File: src/rtl/dmem_arbiter.sv
// Two-port round-robin arbiter and one-shot sequencer in front of the data memory.
// One word access per grant; registered response with alignment/range error flag.
//
//   state  | meaning
//   -------+------------------------------------------------------------
//   IDLE   | waiting for a request; arbitrates and latches the winner
//   ACCESS | drives the memory for one cycle, captures read data
//   RESP   | pulses Ack/Err/Rd on the latched port for one cycle
module dmem_arbiter #(
    parameter int WORD_W = 32,
    parameter int DEPTH  = 1024
) (
    input  logic              i_clk,
    input  logic              i_rst,

    input  logic              i_Req0,
    input  logic              i_Wen0,
    input  logic [WORD_W-1:0] i_Addr0,
    input  logic [WORD_W-1:0] i_Wd0,
    output logic              o_Ack0,
    output logic              o_Err0,
    output logic [WORD_W-1:0] o_Rd0,

    input  logic              i_Req1,
    input  logic              i_Wen1,
    input  logic [WORD_W-1:0] i_Addr1,
    input  logic [WORD_W-1:0] i_Wd1,
    output logic              o_Ack1,
    output logic              o_Err1,
    output logic [WORD_W-1:0] o_Rd1,

    output logic [WORD_W-1:0] o_Mem_Addr,
    output logic [WORD_W-1:0] o_Mem_Wd,
    output logic              o_Mem_Wen,
    output logic              o_Mem_Ren,
    input  logic [WORD_W-1:0] i_Mem_Rd
);

    typedef enum logic [1:0] {
        IDLE   = 2'd0,
        ACCESS = 2'd1,
        RESP   = 2'd2
    } state_t;

    localparam logic [WORD_W-1:0] MAX_ADDR = WORD_W'(DEPTH - 4);

    state_t state;
    state_t state_next;

    logic              lat_id;
    logic              lat_wen;
    logic [WORD_W-1:0] lat_addr;
    logic [WORD_W-1:0] lat_wd;
    logic              last;
    logic [WORD_W-1:0] resp_rd;
    logic              resp_err;

    logic              grant_valid;
    logic              grant_id;
    logic              addr_err;
    logic              in_access;
    logic              in_resp;

    // On a tie the port that did not win last time is granted.
    always_comb begin
        grant_valid = i_Req0 | i_Req1;
        grant_id    = 1'b0;
        if (i_Req0 && i_Req1) begin
            grant_id = ~last;
        end else if (i_Req1) begin
            grant_id = 1'b1;
        end
    end

    assign addr_err  = (lat_addr[1:0] != 2'b00) | (lat_addr > MAX_ADDR);
    assign in_access = (state == ACCESS);
    assign in_resp   = (state == RESP);

    always_ff @(posedge i_clk) begin
        if (i_rst) begin
            state <= IDLE;
        end else begin
            state <= state_next;
        end
    end

    always_comb begin
        state_next = state;
        case (state)
            IDLE: begin
                if (grant_valid) begin
                    state_next = ACCESS;
                end
            end
            ACCESS:  state_next = RESP;
            RESP:    state_next = IDLE;
            default: state_next = IDLE;
        endcase
    end

    always_ff @(posedge i_clk) begin
        if (i_rst) begin
            lat_id   <= 1'b0;
            lat_wen  <= 1'b0;
            lat_addr <= '0;
            lat_wd   <= '0;
            last     <= 1'b1;
            resp_rd  <= '0;
            resp_err <= 1'b0;
        end else begin
            if (state == IDLE && grant_valid) begin
                lat_id   <= grant_id;
                lat_wen  <= grant_id ? i_Wen1  : i_Wen0;
                lat_addr <= grant_id ? i_Addr1 : i_Addr0;
                lat_wd   <= grant_id ? i_Wd1   : i_Wd0;
                last     <= grant_id;
            end
            if (in_access) begin
                resp_rd  <= (lat_wen || addr_err) ? '0 : i_Mem_Rd;
                resp_err <= addr_err;
            end
        end
    end

    // Write enable is gated by reset combinationally so an aborted write never lands.
    assign o_Mem_Addr = in_access ? lat_addr : '0;
    assign o_Mem_Wd   = in_access ? lat_wd   : '0;
    assign o_Mem_Wen  = in_access & lat_wen & ~addr_err & ~i_rst;
    assign o_Mem_Ren  = in_access & ~lat_wen & ~addr_err;

    assign o_Ack0 = in_resp & ~lat_id;
    assign o_Ack1 = in_resp &  lat_id;
    assign o_Err0 = o_Ack0 & resp_err;
    assign o_Err1 = o_Ack1 & resp_err;
    assign o_Rd0  = o_Ack0 ? resp_rd : '0;
    assign o_Rd1  = o_Ack1 ? resp_rd : '0;

endmodule

File: config.mk
export PLATFORM = sky130hd
export DESIGN_NAME = dmem_arbiter
export DESIGN_NICKNAME = d
export VERILOG_FILES = /design/src/rtl/dmem_arbiter.sv
export SDC_FILE = /design/constraint.sdc
export NUM_CORES = 1
export LEC_CHECK = 0
export CAP_MARGIN = 15
export CORE_UTILIZATION = 30
export DETAILED_ROUTE_END_ITERATION = 10
export PLACE_DENSITY = 0.64
export SYNTH_ARGS = -nofsm -noshare
export SYNTH_HDL_FRONTEND = slang
export SYNTH_SLANG_ARGS = --single-unit
export TNS_END_PERCENT = 10
File: constraint.sdc
create_clock -name i_clk -period 2.02 [get_ports i_clk]
set_input_delay 0.606 -clock i_clk [delete_from_list [all_inputs] [get_ports i_clk]]
set_output_delay 0.606 -clock i_clk [all_outputs]
set_load 0.05 [all_outputs]
# Yosys cells after proc, flatten, opt, wreduce, memory -nomap -nowiden
# Cells that the tools add are included.
# totals
out_inout_bits,134
romBits,0
register_bits,102
n_memories,0
input_bits,166
ram_bits,0
latchBits,0
# op_classes
mux,12
n_lt_le_gt_ge,1
n_bitwise,16
eq_ne,3
reduce_logical,5
addsub,0
shifts,0
div,0
multipliers,0
# ops
op,count
2-to-1 mux 32 bit,7
"greater-than comparator 32 x 10 -> 1 bit, second input constant",1
bitwise AND 1 bit,9
inverter 1 bit,5
one-hot mux 2 bit (2 select lines),1
2-to-1 mux 1 bit,3
"equality test 2 x 1 -> 1 bit, second input constant",1
"equality test 2 bit, second input constant",1
logical AND 1 bit,2
logical NOT 2 bit,1
2-to-1 mux 2 bit,1
"!= test 2 bit, second input constant",1
OR 1 bit,2
nonzero test 2 bit,1
logical OR 1 bit,1

# Longest topological paths before layout
# depth
word_depth,5
ltp_mapped,6
ltp_nobuf,4

# Worst setup path after synthesis
# Ideal clock, no wire load.
# synth_path
path_kind,register -> output
startpoint,register lat_addr[20]
endpoint,output port o_Mem_Wen
slack_ps,-1206
arrival_ps,2620
path_stages_with_launch,5
path_cell_list,dfxtp_1 -> nor4_1 -> nand4_1 -> or2_2 -> nor4b_1
# synth_via
elab_chain_cells,5
# synth_lines
element,line,rtl
"start, declared",52,logic [WORD_W-1:0] lat_addr;
"start signal, assigned",114,lat_addr <= grant_id ? i_Addr1 : i_Addr0;
greater-than comparator 32 x 10 -> 1 bit,75,assign addr_err = (lat_addr[1:0] != 2'b00) | (lat_addr > MAX_ADDR);
OR 1 bit,75,
inverter 1 bit,128,assign o_Mem_Wen = in_access & lat_wen & ~addr_err & ~i_rst;
bitwise AND 1 bit (2 in a row),128,
"end, declared",34,"output logic o_Mem_Wen,"
# Every way passes these cells.

# Worst setup path after layout
# layout_path
startpoint,register lat_addr[25]
endpoint,output port o_Mem_Wen
# The elaborated chain is that of the path after synthesis.

==> metrics <==
Rel. slew slack 64.0%; Setup crit start kind register; WL/cell 16.0 microns; Tcrit/Tclk final 124%; clock latency on the worst-skew pair 0.34 ns; gr ovfl total 0; layout cells sized above 1 32.7%; placed wire-length estimate 13,500 microns; max-slew violations 0; via count 5,462; Hold Path Stages 2; worst-case clock buffer depth 2; Initial DRT Pass Iterations 4; WS Path Type reg2out; final hold slack 0.490 ns; FF-to-FF Start lat_addr[25]; final setup vio count 132; Post-Synthesis Cells 613; area of the multi-input gates 0.00335 sq mm; CTS buffer count 9; diode count 0; cell family with most CP delay simple AND/OR/NAND/NOR gates; Worst VDD drop 0.388 mV; most frequent cells in the layout clkdlybuf4s50_1, buf_12, dfxtp_1; Critical Path AT 1.89 ns; max incr delay on CP 0.34 ns; sum of buffers and inverters on the critical path 1; sequential share of the synthesized area 36.8%; Netlist cell types 31; Hold Path End resp_rd[17]; status finished, violations left; most common cell after layout, fill and taps aside clkdlybuf4s50_1; Final Hold Fails 0; core area 0.0180 sq mm; Worst setup EP type output pin; clock root cell clkbuf_16; crit path cell chain nor4_4 > nand4_1 > or2_4 > nor4b_4 > buf_12; clk sinks 102; Placer Congestion 0.743; Yosys warnings 0; largest net degree at the start of global routing 135; simple-gate portion of the synthesized area 30.4%; htree depth 3; min-delay src resp_rd[17]; xor/xnor share of the synthesized area 0%; #FFs+latches synth 102; Die ar. 0.0190 sq mm; placed cell area 0.0104 sq mm; placed cell count 1,135; initial DRC count 114; CTS tree done; WP data required 1.41 ns; filler cell count 1,488; mux share of post-synthesis cell area 11.7%; final worst setup slack -0.479 ns; global-route wire length before repair 27,900 microns; vias in the first global route 5,175; RSZ-0062 raised after global routing yes; Die Wd 138 microns; area grow syn2layout 99.6%; R2R Path End resp_rd[3]; Tot GR Track Use 19.3%; vias per cell 4.70; Compound-Gate Fraction of Synth Area 14.5%; syn_area_per_cell 9.05 sq um; leakage power 4.30 nW; failing checks negative setup slack; Min Clock Period, post-route 2.50 ns; largest family of logic cells by synthesized area simple AND/OR/NAND/NOR gates; Critical Path Fanout Max 2; maxcap violations 0; non-filler cells, final 1,162; Post-Route WL 18,600 microns; Hold Crit Class reg2reg; Worst-Margin Slew 0.539 ns; Initial Util 30.8%; Design Area, Final 0.0111 sq mm; DRC viols 0; Detail Route Antenna Nets 0; I/O pin count 300; antenna violations before repair 0; Synth Area in Adders 0%; fmax 0.400 GHz; Reg area 0.00205 sq mm; CP max stage cell dfxtp_2; clock transition at the registers of the reported paths 0.07 ns; Power Density 522 mW/mm^2; Mapped Area 0.00555 sq mm; syn_nets 779; R2R Setup Slk 0.09 ns; FP Rows 49; Reg2Reg Depth 7; Worst Skew 0.00623 ns; PortBufs 299; die outline height 138 microns; Nets 1,094
[worst reg2reg max path, stage by stage, from the launching register on]
cell	delay [ns]
dfxtp_2	0.34
nor4_4	0.27
nand4_1	0.18
buf_4	0.17
buf_4	0.12
or3_4	0.44
clkbuf_16	0.22
o21ai_2	0.13
[synthesized netlist by cell type, drive strengths merged]
cell type | count | area share, %
or3 | 1 | 0.20
o21a | 1 | 0.14
nor2 | 70 | 4.7
buf | 31 | 4.4
nor4b | 1 | 0.16
and2 | 130 | 15
mux2i | 65 | 12
nand2b | 1 | 0.11
a21boi | 1 | 0.20
nor3 | 3 | 0.27
a22oi | 1 | 0.14
nand3b | 64 | 8.7
dlymetal6s2s | 1 | 0.23
o21ai | 33 | 5.0
nor3b | 1 | 0.14
nor2b | 1 | 0.11
dfxtp | 102 | 37
clkbuf | 28 | 1.9
nand4 | 1 | 0.11
a21oi | 1 | 0.090
nand2 | 1 | 0.068
nor4 | 6 | 0.79
and3b | 1 | 0.16
a31oi | 1 | 0.11
or2 | 2 | 0.23
a211oi | 65 | 8.8
[sequential cells by signal, indices dropped and copies added, names as in the netlist]
signal	cells
lat_id	1
state	2
last	1
resp_rd	32
lat_addr	32
lat_wd	32
lat_wen	1
resp_err	1
[power by group]
part	switching [mW]	internal, mW
Sequential	0.110	2.18
Clock	0.779	0.869
Combinational	0.830	1.02
Total	1.72	4.07
[metal layers]
metal | vias up | GRT usage [%] | share of wire [%] | wire length (microns)
met3 | 17 | 6.29 | 8.6 | 1600
li1 | 2762 | - | - | -
met1 | 2483 | 22.4 | 39 | 7290
met4 | 0 | 6.10 | 1.6 | 293
met5 | - | 0 | 0 | 0
met2 | 200 | 33.6 | 51 | 9380
[through the flow]
stage               setup WS, ns  TNS (ns)  utilization (%)  power (mW)
finish                    -0.479    -15.74             61.4        5.78
global route              -0.560    -24.55             61.4        6.08
CTS                       -0.495    -29.13             60.9        5.83
detailed placement        -0.184     -6.29             57.8        4.05
global placement          -0.173     -5.00             57.8        4.03
floorplan                 -0.219     -2.68                -        3.15
[how the worst max path moves through the flow]
stage                 startpoint         to  slack (ns)  cells past startpoint
CTS                 lat_addr[31]  o_Mem_Wen       -0.49                      5
floorplan           lat_addr[20]  o_Mem_Wen       -0.22                      4
global route        lat_addr[31]  o_Mem_Wen       -0.56                      5
detailed placement  lat_addr[31]  o_Mem_Wen       -0.18                      5
finish              lat_addr[25]  o_Mem_Wen       -0.48                      5
global placement    lat_addr[31]  o_Mem_Wen       -0.17                      5
[logic make-up (layout without fill, tap and decap cells)]
logic type / after synthesis / count (layout)
AND/OR/NAND/NOR: 283 / 283
AO/OA/AOI/OAI: 103 / 103
flip-flops: 102 / 102
multiplexers: 65 / 65
buffers and inverters: 60 / 380
[timing repair]
item / in CTS / in global routing
buffers inserted: 11 / 1
hold buffers: 0 / 0
resized for setup: 33 / 26
endpoints found under the hold margin: 0 / 0
endpoints found under the setup margin: 133 / 167
cloned: 3 / 2
pin swaps: 9 / 23
[area by class of cell]
class | instances | share of cell area [%]
Clock buffer | 11 | 2.19
Clock inverter | 5 | 0.316
Multi-Input combinational cell | 451 | 30.3
Sequential cell | 102 | 18.5
Tap cell | 229 | 2.59
Timing Repair Buffer | 364 | 46.1
No activity file was read; power rests on OpenSTA's default activity.
